## config.mk

```make
export PLATFORM = sky130hd
export DESIGN_NAME = multi_sprite_mover
export DESIGN_NICKNAME = d
export VERILOG_FILES = /design/src/rtl/multi_sprite_mover.sv
export SDC_FILE = /design/constraint.sdc
export NUM_CORES = 1
export LEC_CHECK = 0
export ABC_CLOCK_PERIOD_IN_PS = 4300
export CORE_UTILIZATION = 39
export DETAILED_ROUTE_END_ITERATION = 6
export PLACE_DENSITY = 0.74
export SYNTH_ARGS = -nofsm -noshare
export SYNTH_HDL_FRONTEND = slang
export SYNTH_SLANG_ARGS = --single-unit
```

## constraint.sdc

```tcl
create_clock -name clk -period 4.3 [get_ports clk]
set_clock_uncertainty 0.15 [all_clocks]
set_input_delay 0.645 -clock clk [delete_from_list [all_inputs] [get_ports clk]]
set_output_delay 0.645 -clock clk [all_outputs]
set_load 0.02 [all_outputs]
```

## src/rtl/multi_sprite_mover.sv

```systemverilog
// multi_sprite_mover: per-frame keyboard-driven movement of several sprites.
// A vsync rising edge starts a walk over the sprites, one sprite per cycle.
module multi_sprite_mover #(
  parameter int NUM_SPRITES = 2,
  parameter int NUM_KEYS    = 8,
  parameter int COORD_W     = 10,
  parameter int X_MAX       = 639,
  parameter int Y_MAX       = 479,
  parameter int SIZE        = 16,
  parameter int STEP        = 2,
  parameter logic [NUM_SPRITES*32-1:0] KEYMAP =
    {8'h52, 8'h51, 8'h50, 8'h4F,
     8'h1A, 8'h16, 8'h04, 8'h07},
  parameter logic [NUM_SPRITES*COORD_W-1:0] START_X =
    {10'd500, 10'd100},
  parameter logic [NUM_SPRITES*COORD_W-1:0] START_Y =
    {10'd200, 10'd200}
) (
  input  logic                           clk,
  input  logic                           reset,
  input  logic                           vs_in,
  input  logic                           enable,
  input  logic [NUM_KEYS*8-1:0]          keycodes,
  output logic [NUM_SPRITES*COORD_W-1:0] pos_x,
  output logic [NUM_SPRITES*COORD_W-1:0] pos_y,
  output logic                           busy,
  output logic                           frame_done
);

  typedef enum logic [1:0] {
    S_IDLE,
    S_UPDATE,
    S_DONE
  } state_t;

  localparam int IW = (NUM_SPRITES > 1) ? $clog2(NUM_SPRITES) : 1;
  localparam logic [IW-1:0] LAST = IW'(NUM_SPRITES - 1);
  localparam logic [COORD_W:0] STEP_W = (COORD_W+1)'(STEP);
  localparam logic [COORD_W:0] XLIM_W = (COORD_W+1)'(X_MAX + 1 - SIZE);
  localparam logic [COORD_W:0] YLIM_W = (COORD_W+1)'(Y_MAX + 1 - SIZE);

  logic                           vs_s1_q, vs_s2_q, vs_h_q;
  logic [1:0]                     fill_q;
  logic                           arm_q;
  logic                           tick;
  state_t                         state_q;
  logic [IW-1:0]                  idx_q;
  logic [NUM_KEYS*8-1:0]          snap_q;
  logic [NUM_SPRITES*COORD_W-1:0] px_q, py_q;
  logic [NUM_SPRITES*COORD_W-1:0] px_d, py_d;
  logic                           busy_q, done_q;
  logic [31:0]                    km;
  logic                           k_up, k_dn, k_lf, k_rt;
  logic [COORD_W:0]               cx, cy, nx, ny;

  // A tick only counts once the synchronizer holds real samples and
  // stage2 has been seen low, so a vsync already high at reset release
  // cannot masquerade as a rising edge.
  assign tick = vs_s2_q & ~vs_h_q & arm_q;

  // vsync synchronizer, history flop and post-reset arming
  always_ff @(posedge clk or posedge reset) begin
    if (reset) begin
      vs_s1_q <= 1'b0;
      vs_s2_q <= 1'b0;
      vs_h_q  <= 1'b0;
      fill_q  <= 2'd0;
      arm_q   <= 1'b0;
    end else begin
      vs_s1_q <= vs_in;
      vs_s2_q <= vs_s1_q;
      vs_h_q  <= vs_s2_q;
      if (fill_q != 2'd2) fill_q <= fill_q + 2'd1;
      if (fill_q == 2'd2 && !vs_s2_q) arm_q <= 1'b1;
    end
  end

  function automatic logic key_hit(
    input logic [7:0]          code,
    input logic [NUM_KEYS*8-1:0] lanes
  );
    logic h;
    h = 1'b0;
    for (int l = 0; l < NUM_KEYS; l++) begin
      if (code != 8'h00 && lanes[l*8 +: 8] == code) h = 1'b1;
    end
    return h;
  endfunction

  // Direction decode and clamped next position for the current sprite
  always_comb begin
    km   = KEYMAP[int'(idx_q)*32 +: 32];
    k_up = key_hit(km[31:24], snap_q);
    k_dn = key_hit(km[23:16], snap_q);
    k_lf = key_hit(km[15:8],  snap_q);
    k_rt = key_hit(km[7:0],   snap_q);
    cx   = {1'b0, px_q[int'(idx_q)*COORD_W +: COORD_W]};
    cy   = {1'b0, py_q[int'(idx_q)*COORD_W +: COORD_W]};
    nx   = cx;
    ny   = cy;
    if (k_lf && !k_rt) begin
      nx = (cx < STEP_W) ? '0 : cx - STEP_W;
    end else if (k_rt && !k_lf) begin
      nx = (cx + STEP_W > XLIM_W) ? XLIM_W : cx + STEP_W;
    end
    if (k_up && !k_dn) begin
      ny = (cy < STEP_W) ? '0 : cy - STEP_W;
    end else if (k_dn && !k_up) begin
      ny = (cy + STEP_W > YLIM_W) ? YLIM_W : cy + STEP_W;
    end
    px_d = px_q;
    py_d = py_q;
    px_d[int'(idx_q)*COORD_W +: COORD_W] = COORD_W'(nx);
    py_d[int'(idx_q)*COORD_W +: COORD_W] = COORD_W'(ny);
  end

  // Update sequencer: IDLE -> UPDATE (one sprite per cycle) -> DONE
  always_ff @(posedge clk or posedge reset) begin
    if (reset) begin
      state_q <= S_IDLE;
      idx_q   <= '0;
      snap_q  <= '0;
      busy_q  <= 1'b0;
      done_q  <= 1'b0;
      px_q    <= START_X;
      py_q    <= START_Y;
    end else begin
      unique case (state_q)
        S_IDLE: begin
          if (tick && enable) begin
            snap_q  <= keycodes;
            idx_q   <= '0;
            busy_q  <= 1'b1;
            state_q <= S_UPDATE;
          end
        end
        S_UPDATE: begin
          px_q <= px_d;
          py_q <= py_d;
          if (idx_q == LAST) begin
            done_q  <= 1'b1;
            state_q <= S_DONE;
          end else begin
            idx_q <= idx_q + IW'(1);
          end
        end
        S_DONE: begin
          busy_q  <= 1'b0;
          done_q  <= 1'b0;
          state_q <= S_IDLE;
        end
        default: state_q <= S_IDLE;
      endcase
    end
  end

  assign pos_x      = px_q;
  assign pos_y      = py_q;
  assign busy       = busy_q;
  assign frame_done = done_q;

endmodule

```

==> metrics.md <==
| Metric | Value |
|---|---|
| Worst IR Drop VDD | 0.000430 V |
| Iter 0 DRT Violations | 559 |
| Total die area | 19,600 um2 |
| Worst endpoint data arrival time | 4160 ps |
| CTS root buf | clkbuf_16 |
| Min Tclk post-route | 4000 ps |
| First-pass GRT wire length | 32,000 um |
| Initial antenna violation count | 0 |
| All-layer global routing usage | 20.5% |
| Pin count of the biggest net entering global routing | 73 |
| YS warnings | 0 |
| Mean Syn Cell Area | 9.75 um2 |
| Seq/Total Area, Yosys | 39.0% |
| Fillcell total | 1,691 |
| Syn Nets | 835 |
| Number of synthesized flops with an enable pin | 0 |
| Mapped Cells | 762 |
| DR WL/cell | 17.3 um |
| Vias | 6,474 |
| Post-cts hold buffer count | 0 |
| CTS H-tree depth | 4 |
| Total wire length | 19,300 um |
| Via/cell ratio | 5.82 |
| First-pass DRT Iterations | 5 |
| Number of global-route vias before repair | 6,077 |
| Number of synthesized register bits | 115 |
| Layout area overhead | 26.1% |
| Rows | 50 |
| Final HPWL DP | 13,600 um |
| Clock tree buffer depth | 2 |
| Nets | 938 |
| Fin. Hold Viols | 0 |
| CP Capture Type | register |
| Post-CTS Setup Inserts | 0 |
| F_max | 0.250 GHz |
| Ys async rst share | 100% |
| CTS tree | done |
| Worst hold slack | 201 ps |
| IO Pins | 110 |
| Total CTS buffers | 17 |
| Core area | 18,700 um2 |
| CTS resizes | 0 |
| Cell variety after synth | 81 |
| Post-Route Utilization | 50.1% |
| Critical path fanouts, max | 67 |
| Crit path kind | reg2reg |
| Crit path required time | 4460 ps |
| Worst slew margin | 31.3% |
| Worst slack, placed | 413 ps |
| Reg clk slew, reported paths | 60 ps |
| Total power | 6.42 mW |
| Setup_tns | 0 ps |
| Sink Count | 115 |
| ANT cells | 0 |
| DRT antenna net count | 0 |
| Max-Cap Viols | 0 |
| Max Slew Vio Count | 0 |
| Die width | 140 um |
| Die Y | 140 um |
| Main synth FF type | dfrtp_1 |
| Startpoint Class | register |
| Leak | 3.71 nW |
| HP Class | reg2reg |
| Setup ws final | 298 ps |
| Grt total ovfl | 0 |
| Clk_lat worst skew | 420 ps |
| Least-Margin Pin Slew | 1030 ps |
| Port Buffers | 109 |
| Fin crit share | 93.1% |
| Final Wtd Congestion | 0.908 |
| Pwr per Cell Area | 685 nW/um2 |
| DRC viols | 0 |
| Final setup viols | 0 |
| RSZ-0062 raised after global routing | false |
| Mapped Area | 7430 um2 |
| Share of cells above drive strength 1 | 18.2% |
| Starting Density | 39.7% |
| Status | finished clean |
==> critical path: stages (launching register included) <==
cell,delay [ps]
dfrtp_4,930
mux2i_1,310
inv_1,140
ha_1,350
inv_1,110
a221oi_2,290
and2_1,210
o21ai_1,110
o41ai_2,630
nor2_1,130
a221oi_1,400
o31ai_1,130
==> per-layer routing <==
layer / global-route usage (%) / part of all wire [%] / vias up
met4: 7.40 / 2.0 / 0
li1: - / - / 3114
met3: 3.79 / 4.0 / 30
met5: 0 / 0 / -
met1: 27.5 / 47 / 3148
met2: 33.1 / 47 / 182
==> final timing paths <==
path	slack, ps	start	depth (start not counted)	end
worst max-delay path	300	idx_q	11	pos_x[2]
worst min-delay path	200	vs_s1_q	0	vs_s2_q
worst max register to register	300	idx_q	11	pos_x[2]
worst min register to register	200	vs_s1_q	0	vs_s2_q
max in group asynchronous	2570	reset	3	pos_y[17]
min in group asynchronous	640	reset	2	snap_q[57]
==> synth_stat cells (all sizes together), types with 9 or more instances <==
| master | count | share of area, % |
|---|---|---|
| inv | 15 | 0.76 |
| xor2 | 16 | 1.9 |
| xnor2 | 11 | 1.3 |
| o21ai | 43 | 2.9 |
| nor3b | 15 | 1.5 |
| nand2 | 52 | 2.6 |
| dfrtp | 100 | 34 |
| o31ai | 11 | 1.1 |
| and3 | 11 | 0.93 |
| mux2 | 82 | 12 |
| o211ai | 14 | 1.4 |
| nor2 | 56 | 2.8 |
| clkbuf | 21 | 1.1 |
| a21oi | 29 | 2.0 |
| nor3 | 26 | 1.8 |
| nand4 | 12 | 1.0 |
| dfstp | 15 | 5.3 |
| nor4bb | 9 | 1.2 |
| nand3 | 20 | 1.3 |
| nand3b | 11 | 1.1 |
| nor4 | 9 | 0.84 |
| mux2i | 21 | 2.9 |
| buf | 21 | 1.8 |
| nor2b | 9 | 0.76 |
==> sequential cells by signal, indices dropped and copies added, names as in the netlist <==
register,flops
frame_done,1
pos_x,20
vs_s2_q,1
idx_q,1
snap_q,64
arm_q,1
vs_h_q,1
state_q,2
vs_s1_q,1
pos_y,20
busy,1
fill_q,2
==> placed cells by master, fill, tap and decap left out, types with 6 or more instances in the layout <==
cell type / count
o21ai_0: 18
nand3b_1: 11
or4_1: 6
nand2b_1: 7
mux2i_1: 20
nor2b_1: 9
o211ai_1: 14
dfstp_2: 15
nand2_1: 52
clkbuf_16: 17
a21oi_1: 29
nor3b_1: 15
and4b_1: 8
dfrtp_1: 99
nor4b_1: 7
nand3_1: 20
mux2_2: 81
a221oi_1: 6
nor4bb_1: 9
o21ai_1: 24
clkdlybuf4s50_1: 109
xnor2_1: 11
a31oi_1: 6
nor4_1: 8
nor3_1: 26
and3_1: 11
xor2_1: 16
nand4_1: 12
buf_4: 16
nor2_1: 56
o31ai_1: 11
inv_1: 14
==> area by class of cell <==
cell class	count	area, um2	share of cell area [%]
clock inverter	14	178	1.90
multi-input combinational	590	4270	45.6
inverter	15	58.8	0.627
tap	234	293	3.12
clock buffer	18	439	4.69
sequential	115	2900	30.9
timing repair buffer	126	1230	13.1
==> cell families after synthesis <==
group	after synthesis	synth area share, %
simple gates	290	22.7
mux	103	15.3
xor+xnor	27	3.18
flops	115	39.0
compound gates	164	15.2
buf+inv	57	3.62
fa+ha+maj	6	0.976
==> where the power goes <==
part / switching, mW / internal [mW] / total, mW
registers: 0.633 / 1.50 / 2.13
clock network: 0.540 / 0.933 / 1.47
logic: 1.46 / 1.35 / 2.82
total: 2.64 / 3.79 / 6.42
==> through the flow <==
step | cells | instance area (um2)
after floorplan | 762 | 7430
after CTS | 1112 | 9370
after global routing | 1112 | 9370
after global placement | 1080 | 8760
final | 1112 | 9370
after detailed placement | 1080 | 8760
Power figures use the tool's default switching activity.
